[src/rtl/mp_add_seq.sv]
// rtl/mp_add_seq.sv - multi-precision add/subtract sequencer, one 16-bit limb per cycle
module clax16 (
  input  logic [15:0] a,
  input  logic [15:0] b,
  input  logic        c_in,
  output logic [15:0] sum,
  output logic        g_out,
  output logic        p_out
);
  logic [15:0] g, p, c;
  logic [3:0]  gg, gp;
  logic [4:0]  gc;

  // Two-level lookahead: bit carries within each nibble, nibble carries across the word.
  function automatic logic [3:0] nib_carry(input logic [3:0] gn, input logic [3:0] pn, input logic ci);
    nib_carry[0] = ci;
    nib_carry[1] = gn[0] | (pn[0] & ci);
    nib_carry[2] = gn[1] | (pn[1] & gn[0]) | (pn[1] & pn[0] & ci);
    nib_carry[3] = gn[2] | (pn[2] & gn[1]) | (pn[2] & pn[1] & gn[0]) | (pn[2] & pn[1] & pn[0] & ci);
  endfunction

  assign g = a & b;
  assign p = a ^ b;

  always_comb begin
    for (int i = 0; i < 4; i++) begin
      gg[i] = g[4*i+3] | (p[4*i+3] & g[4*i+2]) | (p[4*i+3] & p[4*i+2] & g[4*i+1])
            | (p[4*i+3] & p[4*i+2] & p[4*i+1] & g[4*i]);
      gp[i] = &p[4*i +: 4];
    end
  end

  assign gc[0] = c_in;
  assign gc[1] = gg[0] | (gp[0] & c_in);
  assign gc[2] = gg[1] | (gp[1] & gg[0]) | (gp[1] & gp[0] & c_in);
  assign gc[3] = gg[2] | (gp[2] & gg[1]) | (gp[2] & gp[1] & gg[0]) | (gp[2] & gp[1] & gp[0] & c_in);
  assign gc[4] = g_out | (p_out & c_in);

  assign g_out = gg[3] | (gp[3] & gg[2]) | (gp[3] & gp[2] & gg[1]) | (gp[3] & gp[2] & gp[1] & gg[0]);
  assign p_out = &gp;

  assign c[3:0]   = nib_carry(g[3:0],   p[3:0],   gc[0]);
  assign c[7:4]   = nib_carry(g[7:4],   p[7:4],   gc[1]);
  assign c[11:8]  = nib_carry(g[11:8],  p[11:8],  gc[2]);
  assign c[15:12] = nib_carry(g[15:12], p[15:12], gc[3]);

  assign sum = p ^ c;
endmodule

module mp_add_seq #(
  parameter int WORDS = 4
) (
  input  logic                clk,
  input  logic                rst,
  input  logic                in_valid,
  output logic                in_ready,
  input  logic                sub,
  input  logic [16*WORDS-1:0] a,
  input  logic [16*WORDS-1:0] b,
  output logic                out_valid,
  input  logic                out_ready,
  output logic [16*WORDS-1:0] s,
  output logic                c_out,
  output logic                ovf
);
  localparam int W  = 16 * WORDS;
  localparam int CW = (WORDS > 1) ? $clog2(WORDS) : 1;

  localparam logic [1:0] IDLE = 2'd0;
  localparam logic [1:0] RUN  = 2'd1;
  localparam logic [1:0] DONE = 2'd2;

  logic [1:0]    state;
  logic [W-1:0]  a_q, b_q;
  logic [CW-1:0] cnt;
  logic          carry;
  logic [15:0]   a_limb, b_limb, sum;
  logic          g_o, p_o, carry_nxt, last;

  assign a_limb    = a_q[cnt*16 +: 16];
  assign b_limb    = b_q[cnt*16 +: 16];
  assign carry_nxt = g_o | (p_o & carry);
  assign last      = (cnt == CW'(WORDS - 1));

  assign in_ready  = (state == IDLE);
  assign out_valid = (state == DONE);

  clax16 u_cla (
    .a     (a_limb),
    .b     (b_limb),
    .c_in  (carry),
    .sum   (sum),
    .g_out (g_o),
    .p_out (p_o)
  );

  always_ff @(posedge clk or posedge rst) begin
    if (rst) begin
      state <= IDLE;
      a_q   <= '0;
      b_q   <= '0;
      cnt   <= '0;
      carry <= 1'b0;
      s     <= '0;
      c_out <= 1'b0;
      ovf   <= 1'b0;
    end else begin
      case (state)
        IDLE: begin
          if (in_valid) begin
            // Subtraction is a + ~b + 1: the +1 enters as the initial carry.
            a_q   <= a;
            b_q   <= b ^ {W{sub}};
            carry <= sub;
            cnt   <= '0;
            state <= RUN;
          end
        end
        RUN: begin
          s[cnt*16 +: 16] <= sum;
          carry           <= carry_nxt;
          cnt             <= cnt + 1'b1;
          if (last) begin
            c_out <= carry_nxt;
            ovf   <= (a_limb[15] == b_limb[15]) && (sum[15] != a_limb[15]);
            state <= DONE;
          end
        end
        DONE: begin
          if (out_ready) state <= IDLE;
        end
        default: state <= IDLE;
      endcase
    end
  end
endmodule

[config.mk]
export PLATFORM = sky130hd
export DESIGN_NAME = mp_add_seq
export DESIGN_NICKNAME = d
export VERILOG_FILES = /design/src/rtl/mp_add_seq.sv
export SDC_FILE = /design/constraint.sdc
export NUM_CORES = 1
export LEC_CHECK = 0
export CORE_MARGIN = 10
export CORE_UTILIZATION = 51
export CTS_BUF_LIST = sky130_fd_sc_hd__clkbuf_16
export DETAILED_ROUTE_END_ITERATION = 10
export PLACE_DENSITY = 0.85
export SLEW_MARGIN = 20
export SYNTH_ARGS = -nofsm -noshare
export SYNTH_HDL_FRONTEND = slang
export SYNTH_SLANG_ARGS = --single-unit
[constraint.sdc]
create_clock -name clk -period 10 [get_ports clk]
set_clock_uncertainty 0.2 [all_clocks]
set_input_delay 2 -clock clk [delete_from_list [all_inputs] [get_ports clk]]
set_output_delay 2 -clock clk [all_outputs]
set_load 0.1 [all_outputs]
==> reports/qor.yml, run 1 <==
final_common_cell: "nand2_1"
synth_edf_count: 0
vias: 7148
synth-seq-cells: 199
die_x_um: 155
detail_route.wirelength_um: 24800
syn_area_sq_um: 9360
synthCells: 890
postCtsSetupBuffers: 0
rsz0062_at_grt: "no"
ys_warn_count: 0
async_reset_ff_frac: 1.00
relSlewSlack: 0.317
die_h_um: 155
ant_nets: 0
cap_violations: 0
areaGrowthSynthToFinish_pct: 29.5
wire_per_inst_um: 18.9
drive_gt1_frac: 0.0725
cts_tree: "built"
rows: 49
ys_types: 44
cts.sinks: 199
hold_buffers: 0
clk_pin_slew_ns: 0.07
pin_count: 201
finalSetupViolCount: 0
htree_levels: 4
drt_iter0_drc: 531
syn_avg_cell_area_sq_um: 10.5
place_congestion: 0.854
status: "complete, no violations"
maxSlewViolCount: 0
grt_max_degree: 129
via_per_inst: 5.46
fmax_mhz: 217
first_pass_iters: 5
hold_viol: 0
cp-start-kind: "register"
worst_slew_pin_slew_ns: 1.02
final_cells: 1309
initial_core_util: 0.519
synthTopCellsByArea: "dfrtp_1 53%, nand2_1 12%, mux4_2 7.7%"
hpwl_um: 18300
syn-num-nets: 1049
antenna_found_initial: 4
numCtsBuffers: 17
first_global_vias: 7264
clkLatencyLatePin_ns: 0.43
critPathMaxFanout: 7
synth-main-ff-cell: "dfrtp_1"
setup-tns-final_ns: 0
fin_nets: 1222
end_kind: "output port"
reg2reg_setup_slack_ns: 5.53
cp.arrival_ns: 2.41
route.detailed.drc: 0
path_class: "reg2out"
port_buffers: 200
overflow: 0
crit_required_ns: 7.80
hp-class: "reg2reg"
clockBufferDepth: 2
period_share: 0.461
core_sq_um: 18000
yosys.area.top_type: "dfrtp_1"
grt_pass1_wl_um: 39200
synth.top_cell.area_share: 0.532
cts_root_buf: "clkbuf_16"
finalCriticalPeriod_ns: 4.61
grtUsageTotal: 0.206
ys_seq_area_frac: 0.532
dpl.cell_count: 1273
dieArea_sq_um: 24200
ctsResizeCount: 0
layout_common_cells: "294 x nand2_1, 199 x clkdlybuf4s50_1, 198 x dfrtp_1"
-- worst paths after layout --
kind                            depth (start not counted)  endpoint     start
worst max register to register                         11      s[9]    cnt[0]
worst max-delay path                                    2  in_ready  state[1]
min in group asynchronous                               2   a_q[17]       rst
worst min-delay path                                    2   a_q[48]   a_q[48]
max in group asynchronous                               3    cnt[0]       rst
worst min register to register                          2   a_q[48]   a_q[48]
-- per-layer routing --
layer  track usage  vias to the layer above  wire, um
met4        0.0891                        0       654
met1         0.256                     3493     10100
met2         0.325                      255     12100
met5             0                        -         0
li1              -                     3367         -
met3        0.0651                       33      1930
-- flip-flops by register name, indices dropped and copies added, names as in the netlist --
signal	cells
a_q	64
b_q	64
s	64
cnt	2
state	2
c_out	1
carry	1
ovf	1
-- metrics by stage --
| step | hold slack [ns] | utilization | instance area, sq um | setup WS (ns) |
|---|---|---|---|---|
| floorplan | 0.240 | - | 9360 | 2.37 |
| global placement | 0.253 | 0.638 | 11500 | 5.46 |
| detailed placement | 0.257 | 0.638 | 11500 | 5.40 |
| CTS | 0.274 | 0.672 | 12100 | 5.38 |
| global route | 0.293 | 0.673 | 12100 | 5.26 |
| finish | 0.273 | 0.673 | 12100 | 5.39 |
-- cells in the mapped netlist, types with 2 or more instances --
cell type	number
a22o_1	40
nor2_1	9
clkbuf_1	35
nand2b_1	5
xnor2_1	70
a211oi_1	3
buf_2	6
mux4_2	32
xor2_1	3
a21o_1	3
a21oi_1	11
nor3_2	3
nand4_1	2
o21ai_0	97
mux2i_1	2
nor3_1	2
inv_1	10
dfrtp_1	199
buf_1	9
nand3_1	2
o21a_1	3
or3_1	4
fa_1	4
nand2_1	295
ha_1	22
-- final cells by class --
cell class,count,area (sq um)
Clock buffer,17,425
Antenna cell,4,10.0
Tap cell,229,287
Timing Repair Buffer,204,2030
Multi-Input combinational cell,631,4160
Clock inverter,15,186
Fill cell,1336,5900
Inverter,10,45.0
Sequential cell,199,4980
-- worst max-delay path: stages, from the launching register on --
cell,delay (ns)
dfrtp_1,0.45
nor2_1,0.31
clkdlybuf4s50_1,1.21
-- logic make-up after synthesis --
group / synth area share
DFF: 0.532
xor gates and xnor gates: 0.0683
and+or+nand+nor: 0.144
AOI/OAI and AO/OA: 0.113
adders and majority gates: 0.0380
muxes: 0.0791
buffers and inverters: 0.0249
Power of run 1 is not shown: default switching activity piles up to over one toggle a cycle in this logic, so the estimate is an artifact.
==> inputs of run 2 (changes only) <==
CORE_UTILIZATION = 46   (was 51)
PLACE_DENSITY = 0.81   (was 0.85)
clock period = 3.96 ns   (was 10 ns; I/O delays follow)
==> reports/qor.yml, run 2 (synthesis results as in run 1) <==
worst_slew_pin_slew_ns: 1.02  # +0.00284 ns
dieArea_sq_um: 26500  # +9.4%
worst_hold_path.num_cells: 2  # unchanged
worstReg2RegEnd: "s[56]"
finalCriticalPeriod_ns: 3.76
hp-class: "reg2reg"
crit_required_ns: 4.09  # -3.71 ns
grt_pass1_wl_um: 42300  # +7.8%
core_sq_um: 20100  # +12%
reg2reg_setup_slack_ns: 0.20  # -5.33 ns
overflow: 0  # unchanged
areaGrowthSynthToFinish_pct: 31.6
use_met3: 0.0627  # -0.00238
clkLatencyLatePin_ns: 0.44  # about the same
port_buffers: 200  # unchanged
fmax_mhz: 266
use_met1: 0.253  # -0.00282
finalSetupViolCount: 0  # unchanged
rsz0062_at_grt: "no"
diodes: 0  # -4
drive_gt1_frac: 0.0907  # +0.0183
use_met2: 0.337  # +0.0116
cap_violations: 0  # unchanged
r2r-start: "cnt[0]"
cp.arrival_ns: 3.88  # +1.47 ns
wire_per_inst_um: 19.7  # +4.0%
die_x_um: 163  # +4.6%
antenna_found_initial: 0  # -4
first_global_vias: 7598  # +4.6%
route.detailed.drc: 0  # unchanged
detail_route.wirelength_um: 26800  # +8.2%
cp-start-kind: "register"
end_kind: "register"
ant_nets: 0  # unchanged
startpoint: "cnt[0]"
nFillCells: 1553  # +16%
place_congestion: 0.851  # -0.36%
cts.sinks: 199  # unchanged
layout_common_cells: "294 x nand2_1, 197 x dfrtp_1, 197 x clkdlybuf4s50_1"
pin_count: 201  # unchanged
rows: 52  # +6.1%
fin_nets: 1238  # +1.3%
hold_viol: 0  # unchanged
maxSlewViolCount: 0  # unchanged
critPathMaxFanout: 6  # -1
fin_util: 0.613  # -0.0600
crit_end: "s[56]"
drt_iter0_drc: 631  # +19%
initial_core_util: 0.466  # -0.0537
status: "complete, no violations"
vias: 7308  # +2.2%
path_class: "reg2reg"
period_share: 0.949
via_per_inst: 5.37  # -1.7%
relSlewSlack: 0.315  # -0.00190
cts_tree: "built"
htree_levels: 4  # unchanged
clk_pin_slew_ns: 0.07  # about the same
cts_root_buf: "clkbuf_16"
reg2regPathDepth: 11  # unchanged
grtUsageTotal: 0.204  # -0.00254
first_pass_iters: 5  # unchanged
setup-tns-final_ns: 0  # unchanged
grt_busiest_layer: "met2"
top_regs: "a_q (64), b_q (64), s (64)"
numCtsBuffers: 17  # unchanged
die_h_um: 163  # +4.6%
clockBufferDepth: 2  # unchanged
hpwl_um: 20300  # +11%
grt_max_degree: 66  # -49%
final_common_cell: "nand2_1"
-- run 2: cell count changes in the layout (fill, tap and decap cells not counted), moves of 2 or more --
cell             change
buf_4               +12
clkdlybuf4s50_1      -2
inv_1                -2
diode_2              -4
xnor2_2              +2
buf_12               +7
inv_6                +3
bufinv_16            -3
xnor2_1              -2
-- run 2: worst min-delay path by stage --
stage / to / from
floorplan: a_q[32] / a_q[32]
global placement: a_q[51] / a_q[51]
detailed placement: a_q[35] / a_q[35]
CTS: a_q[35] / a_q[35]
global route: b_q[31] / b_q[31]
finish: a_q[35] / a_q[35]
-- run 2: cell type report --
| class | instances | area [sq um] | share of cell area |
|---|---|---|---|
| timing repair buffer | 220 | 2230 | 0.181 |
| multi-input combinational | 631 | 4170 | 0.339 |
| clock buffer | 17 | 425 | 0.0345 |
| inverter | 10 | 41.3 | 0.00335 |
| sequential | 199 | 4980 | 0.405 |
| clock inverter | 14 | 125 | 0.0102 |
| tap | 270 | 338 | 0.0274 |
-- run 2: per-stage QoR --
step                setup slack (ns)  area [sq um]  instances  hold WS, ns
floorplan                      0.148          9360        890        0.240
global placement               0.215         11700       1327        0.257
detailed placement            0.0471         11700       1327        0.261
CTS                           0.0297         12300       1358        0.279
global route                  0.0338         12300       1361        0.307
finish                         0.204         12300       1361        0.276
-- run 2: layer usage --
| metal | wire length (um) | vias up |
|---|---|---|
| met3 | 2160 | 39 |
| met1 | 10900 | 3564 |
| met5 | 0 | - |
| met4 | 536 | 0 |
| met2 | 13200 | 307 |
| li1 | - | 3398 |
-- run 2: timing repair --
action,4_1_cts,5_1_grt
setup endpoints to repair,0,12
buffers inserted,0,3
resized for setup,0,3
hold buffers,0,0
-- run 2: critical path: stages (launching register included) --
cell	delay [ns]
dfrtp_4	0.46
buf_12	0.13
buf_4	0.16
mux4_2	0.52
ha_1	0.32
o21ai_0	0.11
o21a_1	0.24
o21ai_0	0.33
a21oi_1	0.16
o21bai_1	0.22
fa_1	0.54
a22o_1	0.25
Power of run 2 is left out for the same reason.
